--- src/rtl/stream_demux_pkg.sv ---
// Shared constants and buffer-entry layout for the 1-to-2 stream demultiplexer.
// An entry is packed as {sel, data}, with sel in the MSB, for any data width.
package stream_demux_pkg;

  localparam int DEMUX_DEPTH  = 2;
  localparam int DEMUX_DATA_W = 32;

  localparam logic SEL_OUT0 = 1'b0;
  localparam logic SEL_OUT1 = 1'b1;

  typedef struct packed {
    logic                    sel;
    logic [DEMUX_DATA_W-1:0] data;
  } demux_entry_t;

endpackage

--- src/rtl/stream_demux_fifo2.sv ---
// Two-entry synchronous FIFO with 1-bit read/write pointers and a 0..2 count.
// Full/empty come straight from the registered count, so they carry no path from pop.
module fifo2
  import stream_demux_pkg::*;
#(
  parameter int ENTRY_W = 33
) (
  input  logic               clk,
  input  logic               rst_n,
  input  logic               push,
  input  logic [ENTRY_W-1:0] push_data,
  input  logic               pop,
  output logic [ENTRY_W-1:0] head_data,
  output logic               full,
  output logic               empty
);

  logic [ENTRY_W-1:0] mem_q [DEMUX_DEPTH];
  logic [ENTRY_W-1:0] mem_d [DEMUX_DEPTH];
  logic               wr_ptr_q, wr_ptr_d;
  logic               rd_ptr_q, rd_ptr_d;
  logic [1:0]         count_q, count_d;
  logic               do_push, do_pop;

  assign full      = (count_q == 2'(DEMUX_DEPTH));
  assign empty     = (count_q == 2'd0);
  assign head_data = empty ? '0 : mem_q[rd_ptr_q];

  // Illegal requests (push when full, pop when empty) are dropped here.
  always_comb begin
    do_push  = push && !full;
    do_pop   = pop && !empty;
    mem_d    = mem_q;
    wr_ptr_d = wr_ptr_q ^ do_push;
    rd_ptr_d = rd_ptr_q ^ do_pop;
    count_d  = count_q;
    if (do_push) begin
      mem_d[wr_ptr_q] = push_data;
    end
    if (do_push && !do_pop) begin
      count_d = count_q + 2'd1;
    end else if (!do_push && do_pop) begin
      count_d = count_q - 2'd1;
    end
  end

  always_ff @(posedge clk or negedge rst_n) begin
    if (!rst_n) begin
      for (int i = 0; i < DEMUX_DEPTH; i++) begin
        mem_q[i] <= '0;
      end
      wr_ptr_q <= 1'b0;
      rd_ptr_q <= 1'b0;
      count_q  <= 2'd0;
    end else begin
      mem_q    <= mem_d;
      wr_ptr_q <= wr_ptr_d;
      rd_ptr_q <= rd_ptr_d;
      count_q  <= count_d;
    end
  end

endmodule

--- src/rtl/stream_demux.sv ---
// Registered 1-to-2 stream demultiplexer: buffers {sel, data} in a 2-entry FIFO
// and presents the head word on the output its sel names, in strict program order.
module stream_demux
  import stream_demux_pkg::*;
#(
  parameter int WIDTH = 32,
  parameter int CNT_W = 16
) (
  input  logic             clk,
  input  logic             rst_n,
  input  logic [WIDTH-1:0] in_data,
  input  logic             in_sel,
  input  logic             in_valid,
  output logic             in_ready,
  output logic [WIDTH-1:0] out0_data,
  output logic             out0_valid,
  input  logic             out0_ready,
  output logic [WIDTH-1:0] out1_data,
  output logic             out1_valid,
  input  logic             out1_ready,
  output logic [CNT_W-1:0] cnt0,
  output logic [CNT_W-1:0] cnt1
);

  logic [WIDTH:0]   head_entry;
  logic             head_sel;
  logic [WIDTH-1:0] head_word;
  logic             fifo_full, fifo_empty;
  logic             pop0, pop1, head_pop;
  logic [CNT_W-1:0] cnt0_q, cnt0_d;
  logic [CNT_W-1:0] cnt1_q, cnt1_d;

  fifo2 #(
    .ENTRY_W (WIDTH + 1)
  ) u_fifo (
    .clk       (clk),
    .rst_n     (rst_n),
    .push      (in_valid),
    .push_data ({in_sel, in_data}),
    .pop       (head_pop),
    .head_data (head_entry),
    .full      (fifo_full),
    .empty     (fifo_empty)
  );

  assign in_ready  = !fifo_full;
  assign head_sel  = head_entry[WIDTH];
  assign head_word = head_entry[WIDTH-1:0];

  // Only the head's selected output is live; the other reads as idle and zero.
  always_comb begin
    out0_valid = !fifo_empty && (head_sel == SEL_OUT0);
    out1_valid = !fifo_empty && (head_sel == SEL_OUT1);
    out0_data  = out0_valid ? head_word : '0;
    out1_data  = out1_valid ? head_word : '0;
    pop0       = out0_valid && out0_ready;
    pop1       = out1_valid && out1_ready;
    head_pop   = pop0 || pop1;
  end

  always_comb begin
    cnt0_d = cnt0_q;
    cnt1_d = cnt1_q;
    if (pop0) begin
      cnt0_d = cnt0_q + 1'b1;
    end
    if (pop1) begin
      cnt1_d = cnt1_q + 1'b1;
    end
  end

  always_ff @(posedge clk or negedge rst_n) begin
    if (!rst_n) begin
      cnt0_q <= '0;
      cnt1_q <= '0;
    end else begin
      cnt0_q <= cnt0_d;
      cnt1_q <= cnt1_d;
    end
  end

  assign cnt0 = cnt0_q;
  assign cnt1 = cnt1_q;

endmodule

--- config.mk ---
export PLATFORM = sky130hd
export DESIGN_NAME = stream_demux
export DESIGN_NICKNAME = d
export VERILOG_FILES = /design/src/rtl/stream_demux_pkg.sv /design/src/rtl/stream_demux_fifo2.sv /design/src/rtl/stream_demux.sv
export SDC_FILE = /design/constraint.sdc
export NUM_CORES = 1
export LEC_CHECK = 0
export CORE_MARGIN = 5
export CORE_UTILIZATION = 30
export CTS_BUF_LIST = sky130_fd_sc_hd__clkbuf_4 sky130_fd_sc_hd__clkbuf_8
export DETAILED_ROUTE_END_ITERATION = 10
export PLACE_DENSITY = 0.58
export SLEW_MARGIN = 20
export SYNTH_ARGS = -nofsm -noshare
export SYNTH_HDL_FRONTEND = slang
export SYNTH_SLANG_ARGS = --single-unit
--- constraint.sdc ---
create_clock -name clk -period 2 [get_ports clk]
set_input_delay 0.4 -clock clk [delete_from_list [all_inputs] [get_ports clk]]
set_output_delay 0.4 -clock clk [all_outputs]
set_load 0.1 [all_outputs]
==> results.cfg, run 1 <==
[setup_path]
cp_slowest_cell = dfrtp_2
cp_slowest_stage_delay_ns = 0.46
cp_cell_sequence = buf_4 -> clkbuf_16 -> mux2_2 -> nand2_1 -> nor2_2 -> buf_12
crit_path_end_kind = output pin
critPathBufInv = 3
critPathTopFamily = buffers and inverters
reg2reg_depth = 8
start_kind = flop
crit_required_ns = 1.60
criticalPathCategory = flop to output pin
worst-path-stages = 6
worstPathMaxFanout = 6
worstPathArrival_ns = 1.88

[final_layout]
regArea_mm2 = 0.002567
antenna_cells = 0
layout-drive-gt1-share = 0.6080
final_common_cell = mux2_2
final_cell_mix = mux2_2 (95), dfrtp_1 (90), buf_12 (80), nor2_4 (51), buf_4 (48)
final_core_util = 0.5359
final_area_mm2 = 0.008543
syn2layout_area_growth_pct = 74.09
nets = 640
n_fill_cell = 1349
multi_input_area_mm2 = 0.002794

[routing]
met2_length_um = 7597
wirelength_um = 14820
via_per_inst = 4.663
drtAntennaViolNets = 0
route.detailed.drc = 0
vias = 3814
met1Wirelength_um = 6028
firstDrtPassIters = 4
drt-initial-drc-count = 89
top_layer_used = met5
met3_length_um = 952
drt-wirelength-per-cell_um = 18.11

[placed_design]
gp_congestion = 0.7643
place_hpwl_um = 9817
place_area_mm2 = 0.007559
port_buffers = 136

[flow_run]
maxCapViolations = 0

[synthesis]
ys_seq_area_frac = 0.5201
mappedNetlistArea_mm2 = 0.004907
ys_ff_latch = 102
synth_nets = 470
syn_area_per_cell_um2 = 11.49
syn_inst = 427
yosysWarnings = 0
yosysUniqueCellTypes = 30

[run_status]
run_status = finished, violations left
violations = negative setup slack

[floorplanning]
die_w_um = 137.9
initial_core_util = 0.3078
core_area_mm2 = 0.01594
die_h_um = 137.9
ios = 137
num_rows = 46
die-area_mm2 = 0.01902

[hold_path]
whs_path_depth = 1
hold_path.class = flop to flop

[cts]
clk-insertion-delay-late_ns = 0.38
clk_path_buf_depth = 2
cts_htree_levels = 3
numClockSinks = 102
numCtsBuffers = 9
cts.reportedPaths.clkPinSlew_ns = 0.10
cts_tree = done
cts-root-buf = clkbuf_8

[timing]
setup_tns_ns = -14.05
fin_crit_ns = 2.278
clock.fmax_ghz = 0.4391
setup_ws_ns = -0.2776
worst_pin_slew_ns = 0.5121
slew_headroom = 0.6583
rsz0062_at_grt = yes
final.setup_skew_ns = 0.008584
slew_violations = 0
fin_crit_sh = 1.139
setup_violations = 67
hold_violations = 0

[global_routing]
grt_overflow = 0
grt_usage = 0.1562
grt_pass1_vias = 4253
grt_pass1_wl_um = 22690
grt_max_degree = 41
antenna_found_initial = 2
-- worst reg2reg max path, cell delays in order (launching register included) --
cell and delay, ns:
dfrtp_2 0.46, mux2_4 0.41, buf_4 0.17, mux2_2 0.26, nand2_1 0.09, ha_1 0.16
xor2_1 0.17, nor2_2 0.05, xor2_1 0.15
-- metal layers --
metal,vias to the layer above,GRT usage
li1,1775,-
met1,1918,0.1855
met2,98,0.2690
met3,19,0.05225
met4,4,0.04610
met5,-,0
-- cells by family after synthesis --
group,count (synthesis),synth area share
AOI/OAI and AO/OA,2,0.003316
xor gates and xnor gates,34,0.06068
adders and majority gates,5,0.01275
buffers and inverters,26,0.02091
DFF,102,0.5201
muxes,103,0.2394
and+or+nand+nor,155,0.1428
-- cell usage after synthesis --
library cell	count	area [µm²]
and2_1	3	18.77
and3_1	2	12.51
and4_1	1	8.760
buf_1	1	3.750
buf_2	1	5.000
buf_4	1	7.510
clkbuf_1	20	75.07
dfrtp_1	102	2552
ha_1	5	62.56
inv_1	2	7.510
inv_2	1	3.750
mux2_2	101	1137
mux2_4	1	15.01
mux2i_4	1	22.52
nand2_1	47	176.4
nand2_2	1	6.260
nand2b_1	2	12.51
nand3_1	11	55.05
nand4_1	8	50.05
nor2_1	74	277.8
nor3_1	1	5.000
nor3_2	1	10.01
nor3_4	1	16.27
nor4_4	1	21.27
nor4b_4	1	23.77
o2111ai_1	1	8.760
o211ai_1	1	7.510
or2_2	1	6.260
xnor2_1	25	219.0
xor2_1	9	78.83
-- worst paths after layout --
path                                      start                 to  slack, ns
worst max-delay path            u_fifo.rd_ptr_q      out0_data[15]      -0.28
max in group asynchronous                 rst_n            cnt1[1]       0.88
worst min-delay path                   cnt1[15]           cnt1[15]       0.48
worst max register to register  u_fifo.rd_ptr_q  u_fifo.count_q[1]      -0.03
worst min register to register         cnt1[15]           cnt1[15]       0.48
min in group asynchronous                 rst_n   u_fifo.mem_q[58]       0.50
-- cell type report --
class                           count  share of cell area
Clock inverter                      7             0.01406
Multi-Input combinational cell    299              0.3270
Inverter                            3            0.001611
Timing Repair Buffer              182              0.3106
Sequential cell                   102              0.3005
Clock buffer                        9             0.01450
Tap cell                          216             0.03163
-- stage by stage --
stage / hold WS [ns] / setup WS, ns / instances
2_1_floorplan: 0.1044 / -0.7768 / 427
3_3_place_gp: 0.3611 / -0.01943 / 780
3_5_place_dp: 0.3690 / -0.02410 / 780
4_1_cts: 0.4879 / -0.2839 / 812
5_1_grt: 0.5052 / -0.3637 / 818
6_report: 0.4849 / -0.2776 / 818
-- repair_timing --
item | CTS | global route
pin swaps | 20 | 25
cloned | 5 | 4
resized for setup | 73 | 41
buffers inserted | 11 | 3
endpoints found under the setup margin | 66 | 81
hold buffers | 1 | 0
hold endpoints to repair | 29 | 0
-- sequential cells by signal, indices dropped and copies added (netlist names) --
name,count
u_fifo.mem_q,66
cnt1,16
cnt0,16
u_fifo.rd_ptr_q,1
u_fifo.wr_ptr_q,1
u_fifo.count_q,2
Power of run 1 is not shown: default switching activity piles up to over one toggle a cycle in this logic, so the estimate is an artifact.
==> run 2, diff against run 1 <==
- CORE_MARGIN: 5 -> 3
- SKIP_LAST_GASP: not set -> 1
==> run 2 against run 1 <==
Effect of this change:
- the flow still finishes with violations (negative setup slack)
- cell count decreased by 1.5%
- register-to-register slack hardly changed
- wire length shrank 8.2%
==> results.cfg, run 2 (same netlist as run 1, synthesis figures left out) <==
[run_status]
run_status = finished, violations left
violations = negative setup slack

[final_layout]
final_common_cell = mux2_2
final_core_util = 0.5092
syn2layout_area_growth_pct = 65.43
largest-register = u_fifo.mem_q
largest_reg_flops = 66
antenna_cells = 0
layout-drive-gt1-share = 0.5932
final_cell_mix = mux2_2 (101), dfrtp_1 (89), buf_12 (81), buf_4 (46), nor2_2 (40)
final_area_mm2 = 0.008118
nets = 628

[timing]
setup_violations = 67
fin_crit_ns = 2.246
hold_ws_ns = 0.4581
worst_pin_slew_ns = 0.3976
fin_crit_sh = 1.123
hold_violations = 0
slew_violations = 0
clock.fmax_ghz = 0.4453
setup_ws_ns = -0.2456
final.setup_skew_ns = 0.01180
slew_headroom = 0.7350
rsz0062_at_grt = yes

[floorplanning]
core_area_mm2 = 0.01594
die_h_um = 133.9
num_rows = 46
initial_core_util = 0.3078
ios = 137
die-area_mm2 = 0.01793
die_w_um = 133.9

[cts]
numCtsBuffers = 9
clk_path_buf_depth = 2
cts.reportedPaths.clkPinSlew_ns = 0.11
cts-root-buf = clkbuf_8
clk-insertion-delay-late_ns = 0.39
cts_tree = done
cts_htree_levels = 3
numClockSinks = 102

[setup_path]
crit_required_ns = 1.60
crit_path_end_kind = output pin
start_kind = flop
worstPathMaxFanout = 21
worstPathArrival_ns = 1.85
criticalPathCategory = flop to output pin

[routing]
firstDrtPassIters = 4
drtAntennaViolNets = 0
drt-initial-drc-count = 119
route.detailed.drc = 0
via_per_inst = 4.644
drt-wirelength-per-cell_um = 16.88
wirelength_um = 13600
vias = 3743

[placed_design]
place_hpwl_um = 9583
port_buffers = 136
gp_congestion = 0.7094
place_area_mm2 = 0.007561

[global_routing]
grt_pass1_vias = 4196
grt_util_met2 = 0.2633
grt_max_degree = 45
antenna_found_initial = 0
grt_overflow = 0
grt_usage = 0.1530
grtUsageMet3 = 0.05176
grt_most_used_layer = met2
met1_usage = 0.1816
grt_pass1_wl_um = 21760

[hold_path]
hold_path.class = input pin to asynchronous set/reset pin

[flow_run]
maxCapViolations = 0
[run 2: cell count changes in the layout (fill, tap and decap cells not counted), sizes merged]
| cell | delta |
|---|---|
| clkbuf | +2 |
| clkinv | -1 |
| bufinv | -1 |
| buf | -11 |
| clkinvlp | -1 |
[run 2: routing by layer]
layer | up-vias | wire length [µm]
met5 | - | 0
met4 | 0 | 171
met3 | 12 | 783
met2 | 88 | 6982
met1 | 1893 | 5665
li1 | 1750 | -
[run 2: worst paths after layout]
kind                            cells past startpoint           endpoint  slack, ns            start
worst min register to register                      1           cnt0[15]       0.48         cnt0[15]
worst max register to register                      8  u_fifo.count_q[1]      -0.03  u_fifo.rd_ptr_q
min in group clk                                    1           cnt0[15]       0.48         cnt0[15]
worst min-delay path                                2   u_fifo.mem_q[27]       0.46            rst_n
max in group asynchronous                           3            cnt0[5]       0.92            rst_n
worst max-delay path                                4       out0_data[2]      -0.25  u_fifo.rd_ptr_q
[run 2: metrics by stage]
| step | setup slack, ns | TNS (ns) | cells |
|---|---|---|---|
| after floorplan | -0.7768 | -29.64 | 427 |
| after global placement | -0.03220 | -0.9105 | 777 |
| after detailed placement | -0.02116 | -0.1803 | 777 |
| after CTS | -0.2801 | -14.30 | 799 |
| after global routing | -0.3387 | -20.10 | 806 |
| final | -0.2456 | -13.62 | 806 |
[run 2: area by class of cell]
type / instances / area (µm²)
Fill cell: 1407 / 7825
Multi-Input combinational cell: 299 / 2592
Sequential cell: 102 / 2569
Timing Repair Buffer: 170 / 2436
Tap cell: 216 / 270.3
Clock buffer: 12 / 158.9
Clock inverter: 4 / 77.57
Inverter: 3 / 13.76
[run 2: worst max-delay path, cell delays in order (launching register included)]
cell	delay, ns
dfrtp_2	0.52
mux2_4	0.37
buf_12	0.19
nor2_2	0.18
buf_12	0.19
[run 2: timing repair]
item,in CTS,in global routing
pin swaps,1,3
resized for setup,29,29
endpoints found under the setup margin,66,72
endpoints found under the hold margin,26,0
hold buffers,1,0
buffers inserted,5,6
cloned,0,3
Power of run 2 is left out for the same reason.
==> run 3, diff against run 2 <==
- ABC_CLOCK_PERIOD_IN_PS: not set -> 2000
- CORE_UTILIZATION: 30 -> 40
- PLACE_DENSITY: 0.58 -> 0.73
==> run 3 against run 2 <==
Effect of this change:
- largest cell class unchanged
- critical endpoint is now out0_data[18]
- the run still ends with negative setup slack left
- cell count is 8.8% lower
- die area shrank 24%
- wire length fell by 5.2%
- via count is essentially flat
- worst hold slack improved by 0.027 ns
- critical path type unchanged
==> results.cfg, run 3 (same netlist as run 1, synthesis figures left out) <==
[run_status]
run_status = finished, violations left
violations = negative setup slack

[final_layout]
largest-register = u_fifo.mem_q
multi_input_area_mm2 = 0.002591
regArea_mm2 = 0.002569
final_common_cell = mux2_2
largest_reg_flops = 66
antenna_cells = 0
nets = 630
n_fill_cell = 849
syn2layout_area_growth_pct = 62.75
final_cell_mix = mux2_2 (100), dfrtp_1 (89), buf_12 (80), buf_4 (49), nor2_2 (38)
layout-drive-gt1-share = 0.5912

[setup_path]
reg2reg_depth = 9
worstPathMaxFanout = 10
crit_path_end_kind = output pin
timing.rr.start = u_fifo.rd_ptr_q
start_kind = flop
worstPathArrival_ns = 1.84
criticalPathCategory = flop to output pin
regToRegSetupSlack_ns = -0.16
crit_required_ns = 1.60
rr_endpoint = u_fifo.count_q[1]

[global_routing]
grt_pass1_wl_um = 20610
grt_max_degree = 50
grt_pass1_vias = 4084
antenna_found_initial = 0
grt_overflow = 0
grt_usage = 0.1934

[timing]
setup_ws_ns = -0.2350
rsz0062_at_grt = yes
fin_crit_sh = 1.118
hold_violations = 0
setup_violations = 67
slew_violations = 0
worst_pin_slew_ns = 0.3992
clock.fmax_ghz = 0.4474
setup_tns_ns = -11.28
final.setup_skew_ns = 0.01146
slew_headroom = 0.7336
fin_crit_ns = 2.235

[cts]
cts_tree = done
cts-root-buf = clkbuf_8
clk-insertion-delay-late_ns = 0.37
numCtsBuffers = 9
numClockSinks = 102
cts_htree_levels = 3
clk_path_buf_depth = 2
cts.reportedPaths.clkPinSlew_ns = 0.10

[floorplanning]
die_w_um = 116.8
initial_core_util = 0.4190
ios = 137
core_area_mm2 = 0.01171
num_rows = 39
die-area_mm2 = 0.01363
die_h_um = 116.8

[hold_path]
hold_path.class = flop to flop
hold_end = cnt1[15]
hold_start = cnt1[15]
whs_path_depth = 1

[placed_design]
gp_congestion = 0.7823
port_buffers = 136
place_hpwl_um = 9325

[routing]
drt-wirelength-per-cell_um = 17.55
wirelength_um = 12900
firstDrtPassIters = 4
vias = 3745
drt-initial-drc-count = 163
drtAntennaViolNets = 0
route.detailed.drc = 0
via_per_inst = 5.095

[flow_run]
maxCapViolations = 0
-- run 3: cell count changes in the layout (fill, tap and decap cells not counted), sizes merged --
cell      previous run  this run
buf                131       135
clkbuf              14        11
clkinvlp             0         1
-- run 3: critical path: stages (launching register included) --
cell,delay (ns)
dfrtp_2,0.49
mux2_4,0.36
buf_4,0.23
nor2_2,0.18
buf_12,0.19
-- run 3: worst max-delay path by stage --
stage                          startpoint               end  slack (ns)  cells past startpoint
after detailed placement         in_valid  u_fifo.mem_q[47]       -0.01                      5
after global placement           in_valid  u_fifo.mem_q[60]        0.02                      5
after global routing      u_fifo.rd_ptr_q     out0_data[25]       -0.31                      5
after CTS                 u_fifo.rd_ptr_q      out0_data[1]       -0.24                      5
after floorplan           u_fifo.rd_ptr_q     out0_data[25]       -0.78                      4
final                     u_fifo.rd_ptr_q     out0_data[18]       -0.24                      4
-- run 3: what timing repair did --
item,4_1_cts,5_1_grt
pin swaps,0,4
setup endpoints to repair,66,71
setup buffers,2,12
hold endpoints to repair,27,0
hold buffers,1,0
resized for setup,35,26
-- run 3: per-stage QoR --
stage / cell area, µm² / hold WS [ns] / cells / setup slack, ns / util
2_1_floorplan: 5137 / 0.1044 / 427 / -0.7768 / -
3_3_place_gp: 7432 / 0.3425 / 704 / 0.02115 / 0.6346
3_5_place_dp: 7432 / 0.3479 / 704 / -0.01166 / 0.6346
4_1_cts: 7775 / 0.4738 / 723 / -0.2416 / 0.6639
5_1_grt: 7986 / 0.5027 / 735 / -0.3064 / 0.6819
6_report: 7986 / 0.4848 / 735 / -0.2350 / 0.6819
-- run 3: layout make-up --
type / instances / share of cell area
sequential: 102 / 0.3216
inverter: 3 / 0.001723
clock buffer: 11 / 0.01817
tap: 143 / 0.02240
multi-input combinational: 299 / 0.3245
timing repair buffer: 172 / 0.3014
clock inverter: 5 / 0.01018
-- run 3: per-layer routing --
layer | track usage | share of wire | vias up
met5 | 0 | 0 | -
met4 | 0.03899 | 0.014 | 0
met3 | 0.06684 | 0.068 | 15
met2 | 0.3311 | 0.51 | 97
met1 | 0.2385 | 0.41 | 1886
li1 | - | - | 1747
Power of run 3 is left out for the same reason.
